$ cat src/rtl/uart_word_bridge_pkg.sv
// Shared encodings for the UART word bridge: FSM state codes and the default word size.
package uart_word_bridge_pkg;

    localparam int WORD_BYTES_DEFAULT = 4;

    localparam logic [1:0] RX_IDLE = 2'd0;
    localparam logic [1:0] RX_POP  = 2'd1;
    localparam logic [1:0] RX_GAP  = 2'd2;

    localparam logic [1:0] TX_IDLE = 2'd0;
    localparam logic [1:0] TX_LOAD = 2'd1;
    localparam logic [1:0] TX_WAIT = 2'd2;

endpackage

$ cat src/rtl/uart_word_bridge_tx.sv
// TX half of the word bridge: latches a word and feeds it byte by byte (LSB first)
// to the UART transmitter, advancing only on a fresh rising edge of tx_done.
module uart_word_bridge_tx
    import uart_word_bridge_pkg::*;
#(
    parameter int WORD_BYTES = WORD_BYTES_DEFAULT
) (
    input  logic                    clk,
    input  logic                    rst_n,
    input  logic [8*WORD_BYTES-1:0] word_in,
    input  logic                    word_send,
    input  logic                    tx_done,
    output logic [7:0]              tx_data,
    output logic                    tx_start,
    output logic                    tx_busy
);

    localparam int IDX_W = (WORD_BYTES > 1) ? $clog2(WORD_BYTES) : 1;
    localparam logic [IDX_W-1:0] LAST_IDX = IDX_W'(WORD_BYTES - 1);

    logic [1:0]              r_state;
    logic [8*WORD_BYTES-1:0] r_word;
    logic [IDX_W-1:0]        r_idx;
    logic [7:0]              r_tx_data;
    logic                    r_done_q;
    logic                    w_done_rise;
    logic [IDX_W-1:0]        w_idx_next;

    // A level already high when TX_WAIT is entered has r_done_q set, so it never counts.
    assign w_done_rise = tx_done & ~r_done_q;
    assign w_idx_next  = r_idx + 1'b1;

    always_ff @(posedge clk or negedge rst_n) begin
        if (!rst_n) begin
            r_state   <= TX_IDLE;
            r_word    <= '0;
            r_idx     <= '0;
            r_tx_data <= '0;
            r_done_q  <= 1'b0;
        end else begin
            r_done_q <= tx_done;
            case (r_state)
                TX_IDLE: begin
                    if (word_send) begin
                        r_word    <= word_in;
                        r_idx     <= '0;
                        r_tx_data <= word_in[7:0];
                        r_state   <= TX_LOAD;
                    end
                end
                TX_LOAD: r_state <= TX_WAIT;
                TX_WAIT: begin
                    if (w_done_rise) begin
                        r_idx <= w_idx_next;
                        if (r_idx == LAST_IDX) begin
                            r_state <= TX_IDLE;
                        end else begin
                            r_tx_data <= r_word[8*w_idx_next +: 8];
                            r_state   <= TX_LOAD;
                        end
                    end
                end
                default: r_state <= TX_IDLE;
            endcase
        end
    end

    assign tx_data  = r_tx_data;
    assign tx_start = (r_state == TX_LOAD);
    assign tx_busy  = (r_state != TX_IDLE);

endmodule

$ cat src/rtl/uart_word_bridge.sv
// Bridges the UART byte FIFO/transmitter to 32-bit words: little-endian RX word assembly
// with a byte-gap timeout, and a TX path that serialises a word into four bytes.
module uart_word_bridge
    import uart_word_bridge_pkg::*;
#(
    parameter int WORD_BYTES     = WORD_BYTES_DEFAULT,
    parameter int TIMEOUT_CYCLES = 1000000,
    parameter int CNT_W          = 20
) (
    input  logic                    clk,
    input  logic                    reset,
    input  logic [7:0]              rx_data,
    input  logic                    rx_available,
    output logic                    rx_read,
    output logic [7:0]              tx_data,
    output logic                    tx_start,
    input  logic                    tx_done,
    output logic [8*WORD_BYTES-1:0] word_out,
    output logic                    word_valid,
    output logic                    rx_timeout_err,
    input  logic [8*WORD_BYTES-1:0] word_in,
    input  logic                    word_send,
    output logic                    tx_busy
);

    localparam int WORD_W = 8 * WORD_BYTES;
    localparam int IDX_W  = (WORD_BYTES > 1) ? $clog2(WORD_BYTES) : 1;
    localparam logic [IDX_W-1:0] LAST_IDX = IDX_W'(WORD_BYTES - 1);
    localparam logic [CNT_W-1:0] TMO_LAST = CNT_W'(TIMEOUT_CYCLES - 1);

    logic [1:0]        r_rx_state;
    logic [IDX_W-1:0]  r_byte_cnt;
    logic [WORD_W-1:0] r_shift;
    logic [WORD_W-1:0] r_word_out;
    logic [CNT_W-1:0]  r_tmo_cnt;
    logic              r_word_valid;
    logic              r_timeout_err;
    logic [WORD_W-1:0] w_full_word;
    logic              w_popping;

    assign w_popping = (r_rx_state == RX_POP);

    // Shift register with the byte being popped merged into its lane.
    always_comb begin
        w_full_word = r_shift;
        w_full_word[8*r_byte_cnt +: 8] = rx_data;
    end

    always_ff @(posedge clk or negedge reset) begin
        if (!reset) begin
            r_rx_state    <= RX_IDLE;
            r_byte_cnt    <= '0;
            r_shift       <= '0;
            r_word_out    <= '0;
            r_tmo_cnt     <= '0;
            r_word_valid  <= 1'b0;
            r_timeout_err <= 1'b0;
        end else begin
            r_word_valid  <= 1'b0;
            r_timeout_err <= 1'b0;
            case (r_rx_state)
                RX_IDLE: if (rx_available) r_rx_state <= RX_POP;
                RX_POP: begin
                    r_shift    <= w_full_word;
                    r_rx_state <= RX_GAP;
                    if (r_byte_cnt == LAST_IDX) begin
                        r_byte_cnt   <= '0;
                        r_word_out   <= w_full_word;
                        r_word_valid <= 1'b1;
                    end else begin
                        r_byte_cnt <= r_byte_cnt + 1'b1;
                    end
                end
                // The empty flag has settled by the end of the gap cycle, so a waiting
                // byte is popped straight away, giving one pop every two cycles.
                RX_GAP: r_rx_state <= rx_available ? RX_POP : RX_IDLE;
                default: r_rx_state <= RX_IDLE;
            endcase

            if (w_popping || (r_byte_cnt == '0)) begin
                r_tmo_cnt <= '0;
            end else if (!rx_available) begin
                if (r_tmo_cnt == TMO_LAST) begin
                    r_tmo_cnt     <= '0;
                    r_byte_cnt    <= '0;
                    r_timeout_err <= 1'b1;
                end else begin
                    r_tmo_cnt <= r_tmo_cnt + 1'b1;
                end
            end
        end
    end

    assign rx_read        = w_popping;
    assign word_out       = r_word_out;
    assign word_valid     = r_word_valid;
    assign rx_timeout_err = r_timeout_err;

    uart_word_bridge_tx #(
        .WORD_BYTES(WORD_BYTES)
    ) u_tx (
        .clk      (clk),
        .rst_n    (reset),
        .word_in  (word_in),
        .word_send(word_send),
        .tx_done  (tx_done),
        .tx_data  (tx_data),
        .tx_start (tx_start),
        .tx_busy  (tx_busy)
    );

endmodule

$ cat config.mk
export PLATFORM = sky130hd
export DESIGN_NAME = uart_word_bridge
export DESIGN_NICKNAME = d
export VERILOG_FILES = /design/src/rtl/uart_word_bridge_pkg.sv /design/src/rtl/uart_word_bridge_tx.sv /design/src/rtl/uart_word_bridge.sv
export SDC_FILE = /design/constraint.sdc
export NUM_CORES = 1
export LEC_CHECK = 0
export ABC_AREA = 1
export BUFFER_PORTS_ARGS = -buffer_cell sky130_fd_sc_hd__buf_2
export CORE_ASPECT_RATIO = 2
export CORE_UTILIZATION = 25
export DETAILED_ROUTE_END_ITERATION = 7
export HOLD_SLACK_MARGIN = 0.12
export PLACE_DENSITY = 0.48
export SLEW_MARGIN = 5
export SYNTH_ARGS = -nofsm -noshare
export SYNTH_HDL_FRONTEND = slang
export SYNTH_SLANG_ARGS = --single-unit
$ cat constraint.sdc
create_clock -name clk -period 1.7 [get_ports clk]
set_input_delay 0.085 -clock clk [delete_from_list [all_inputs] [get_ports clk]]
set_output_delay 0.085 -clock clk [all_outputs]
set_load 0.02 [all_outputs]
==> metrics.log <==
[metrics] vias per cell: 4.38
[metrics] Synth Cell Area: 6390 µm²
[metrics] final critical delay including setup and external delays: 1.59 ns
[metrics] DP HPWL: 14000 µm
[metrics] global router's overall resource usage: 0.155
[metrics] initial antenna violation count: 0
[metrics] unrepaired setup endpoints after global routing: false
[metrics] capturing point of the worst reg2reg path: r_tmo_cnt[0]
[metrics] synth-to-layout area growth: 38.0%
[metrics] Post-CTS Repair Setup Buffers: 0
[metrics] global placement routability congestion: 0.869
[metrics] CTS Root Buffer Type: sky130_fd_sc_hd__clkbuf_16
[metrics] startpoint of the worst hold path: rx_data[5]
[metrics] Worst Path Arrival: 1.91 ns
[metrics] clock sinks: 135
[metrics] nets in the synthesized netlist: 760
[metrics] count of nets left with antenna violations after detail routing: 0
[metrics] synthesized instance count: 707
[metrics] Power Dens Cells: 1720 nW/µm²
[metrics] post-DR wirelength/cell: 15.1 µm
[metrics] run status: completed
[metrics] clock network latency to the later pin of the worst-skew pair: 0.44 ns
[metrics] grt met1 use: 0.140
[metrics] Final #Nets: 933
[metrics] global routing met2 resource utilization: 0.299
[metrics] most frequent cells in the layout: 135 x sky130_fd_sc_hd__dfrtp_1, 111 x sky130_fd_sc_hd__nand2_1, 94 x sky130_fd_sc_hd__inv_1, 88 x sky130_fd_sc_hd__buf_2, 65 x sky130_fd_sc_hd__nor2_1
[metrics] hold path cells: 5
[metrics] global-route track usage on met3: 0.0372
[metrics] type of element launching the critical path: flop
[metrics] maximum clock insertion buffer count: 2
[metrics] Worst R2R Start: r_tmo_cnt[1]
[metrics] Core Footprint: 25000 µm²
[metrics] pin count of the biggest net entering global routing: 68
[metrics] data required time of the critical path: 2.02 ns
[metrics] classification of the worst-slack hold path: in2reg
[metrics] Die Ht: 228 µm
[metrics] count of pins on the block boundary: 90
[metrics] number of unique standard cell types used by synthesis: 30
[metrics] total number of vias: 5377
[metrics] category of the critical setup timing path: reg2reg
[metrics] transition time at the pin with the least slew margin: 0.474 ns
[metrics] final hold viol count: 0
[metrics] cell row count: 82
[metrics] proportion of power drawn by flip-flops and latches: 0.322
[metrics] die area: 26200 µm²
[metrics] worst-case register-to-register setup slack: 0.11 ns
[metrics] worst relative slew slack: 0.684
[metrics] Seq cells post-synth: 135
[metrics] most frequent standard cell in the layout excluding fill and tap cells: sky130_fd_sc_hd__dfrtp_1
[metrics] switching pwr: 5540 µW
[metrics] GRT Residual Overflow: 0
[metrics] relative contribution of the clock network to total power: 0.275
[metrics] average cell area after synthesis: 9.04 µm²
[metrics] static leakage power: 0.00416 µW
[metrics] highest fanout seen on the critical path: 4
[metrics] Max Slew Vio Count: 0
[metrics] hold path endpoint: r_shift[5]
[metrics] switching part of the total power: 0.366
[metrics] global routing's busiest layer: met2
[metrics] Routed Wire Length: 18500 µm
[metrics] clk_skew: 0.00882 ns
[metrics] final count of negative-setup-slack endpoints: 0
[metrics] drt first pass iters: 4
[metrics] TritonCTS clock tree: built
[metrics] logic gate share of total power: 0.403
[metrics] violation count after the first detailed-route iteration: 142
[metrics] count of buffers inserted at the top-level ports: 89
[metrics] total negative setup slack: 0 ns
[metrics] Internal Dissipation: 9600 µW
[metrics] worst-case setup margin in the final layout: 0.112 ns
[metrics] horizontal extent of the die: 115 µm
[metrics] count of antenna diodes in the layout: 0
[metrics] number of global-route vias before repair: 5700
[metrics] Setup crit end kind: flop
[metrics] Initial Utilization: 0.255
[metrics] Max VDD drop: 0.862 mV
[metrics] number of maximum-capacitance constraint violations: 0
[metrics] clock-pin slew of the registers on the worst-case setup and hold paths: 0.06 ns
[metrics] R2R cell count: 9
[metrics] Final Cycle Share: 0.934
[metrics] CTS buffer count: 17
[metrics] post-detailed-route DRC marker count: 0
[metrics] H-tree level count: 4
[metrics] synthesis warning total: 0
[metrics] highest clock frequency the design can meet: 630 MHz
[metrics] share of layout cells above drive strength 1: 0.284
[metrics] worst slack, placed: 0.0413 ns
[metrics] part of the Yosys area used for sequential elements: 0.529
[metrics] global-route wire length before repair: 30000 µm
## per-stage QoR
stage                     instance area (µm²)   util  hold slack (ns)  std cells  power [µW]
final                                    8810  0.352            0.128       1229       15100
after global routing                     8810  0.352            0.152       1229       16200
after CTS                                8740  0.349            0.120       1229       15300
after detailed placement                 7670  0.306           0.0650       1157       10900
after global placement                   7670  0.306           0.0686       1157       10800
after floorplan                          6400      -           -0.211        707        8460
## kinds of logic (layout without fill, tap and decap cells)
logic type | after synthesis | count (layout) | synth area share
AOI/OAI and AO/OA | 139 | 139 | 0.123
xor gates and xnor gates | 5 | 5 | 0.00686
buffers and inverters | 131 | 317 | 0.0817
muxes | 48 | 48 | 0.0846
DFF | 135 | 135 | 0.529
adders and majority gates | 8 | 8 | 0.0157
and+or+nand+nor | 241 | 241 | 0.159
## power groups by stage
stage / Sequential (µW) / Clock, µW / Combinational [µW]
2_1_floorplan: 5340 / 0 / 3120
3_3_place_gp: 4910 / 0 / 5940
3_5_place_dp: 4930 / 0 / 5990
4_1_cts: 4880 / 4290 / 6090
5_1_grt: 5020 / 4410 / 6760
6_report: 4870 / 4160 / 6110
## area by class of cell
class,instances,area (µm²)
fillers,2648,16200
flip-flops and latches,135,3380
multi-input cells,441,2570
repair buffers,186,1410
clock buffers,21,470
well taps,336,420
inverters,99,374
clock inverters,11,194
## synth_stat cells (all sizes together)
| cell | n | area share |
|---|---|---|
| clkbuf | 15 | 0.0088 |
| xor2 | 3 | 0.0041 |
| a21oi | 36 | 0.028 |
| nand3 | 35 | 0.027 |
| o21bai | 4 | 0.0047 |
| nand4 | 10 | 0.0098 |
| buf | 17 | 0.015 |
| nor3 | 6 | 0.0047 |
| o21a | 1 | 0.0012 |
| clkinv | 1 | 0.00059 |
| mux2 | 48 | 0.085 |
| nand2 | 116 | 0.070 |
| ha | 8 | 0.016 |
| a31oi | 9 | 0.0098 |
| o22ai | 32 | 0.031 |
| dfrtp | 135 | 0.53 |
| o21ai | 57 | 0.048 |
| xnor2 | 2 | 0.0027 |
| nor2 | 74 | 0.047 |
| inv | 98 | 0.058 |
## metal layers
| layer | up-vias | part of all wire | wire length (µm) |
|---|---|---|---|
| met5 | - | 0 | 0 |
| met1 | 2540 | 0.34 | 6370 |
| met4 | 0 | 0.048 | 888 |
| met2 | 120 | 0.57 | 10700 |
| met3 | 46 | 0.034 | 635 |
| li1 | 2671 | - | - |
## flip-flops by register name (all words and copies together) (netlist names)
register / flops
r_byte_cnt: 2
r_rx_state: 2
r_shift: 32
r_tmo_cnt: 20
rx_timeout_err: 1
u_tx.r_done_q: 1
u_tx.r_idx: 2
u_tx.r_state: 2
u_tx.r_word: 32
u_tx.tx_data: 8
word_out: 32
word_valid: 1
## timing repair
item | in CTS | in global routing
hold buffers | 40 | 0
gates resized for setup | 0 | 17
endpoints found under the setup margin | 0 | 51
endpoints found under the hold margin | 180 | 0
## worst max-delay path by stage
stage / from / end / slack (ns) / depth (start not counted)
after floorplan: r_byte_cnt[0] / r_tmo_cnt[12] / -0.002 / 11
after global placement: r_tmo_cnt[0] / r_tmo_cnt[18] / 0.03 / 8
after detailed placement: r_byte_cnt[1] / r_tmo_cnt[6] / 0.04 / 9
after CTS: r_byte_cnt[1] / r_tmo_cnt[6] / 0.02 / 9
after global routing: r_tmo_cnt[0] / r_tmo_cnt[0] / 0.008 / 9
final: r_tmo_cnt[1] / r_tmo_cnt[0] / 0.11 / 9
## critical path: stages (launching register included)
cell,delay (ns)
sky130_fd_sc_hd__dfrtp_1,0.35
sky130_fd_sc_hd__ha_2,0.20
sky130_fd_sc_hd__nand3_1,0.12
sky130_fd_sc_hd__nor2_1,0.12
sky130_fd_sc_hd__buf_4,0.14
sky130_fd_sc_hd__nand3_1,0.07
sky130_fd_sc_hd__nor2_2,0.11
sky130_fd_sc_hd__nor2_2,0.06
sky130_fd_sc_hd__buf_4,0.14
sky130_fd_sc_hd__o21a_1,0.16
No activity file was read; power rests on OpenSTA's default activity.
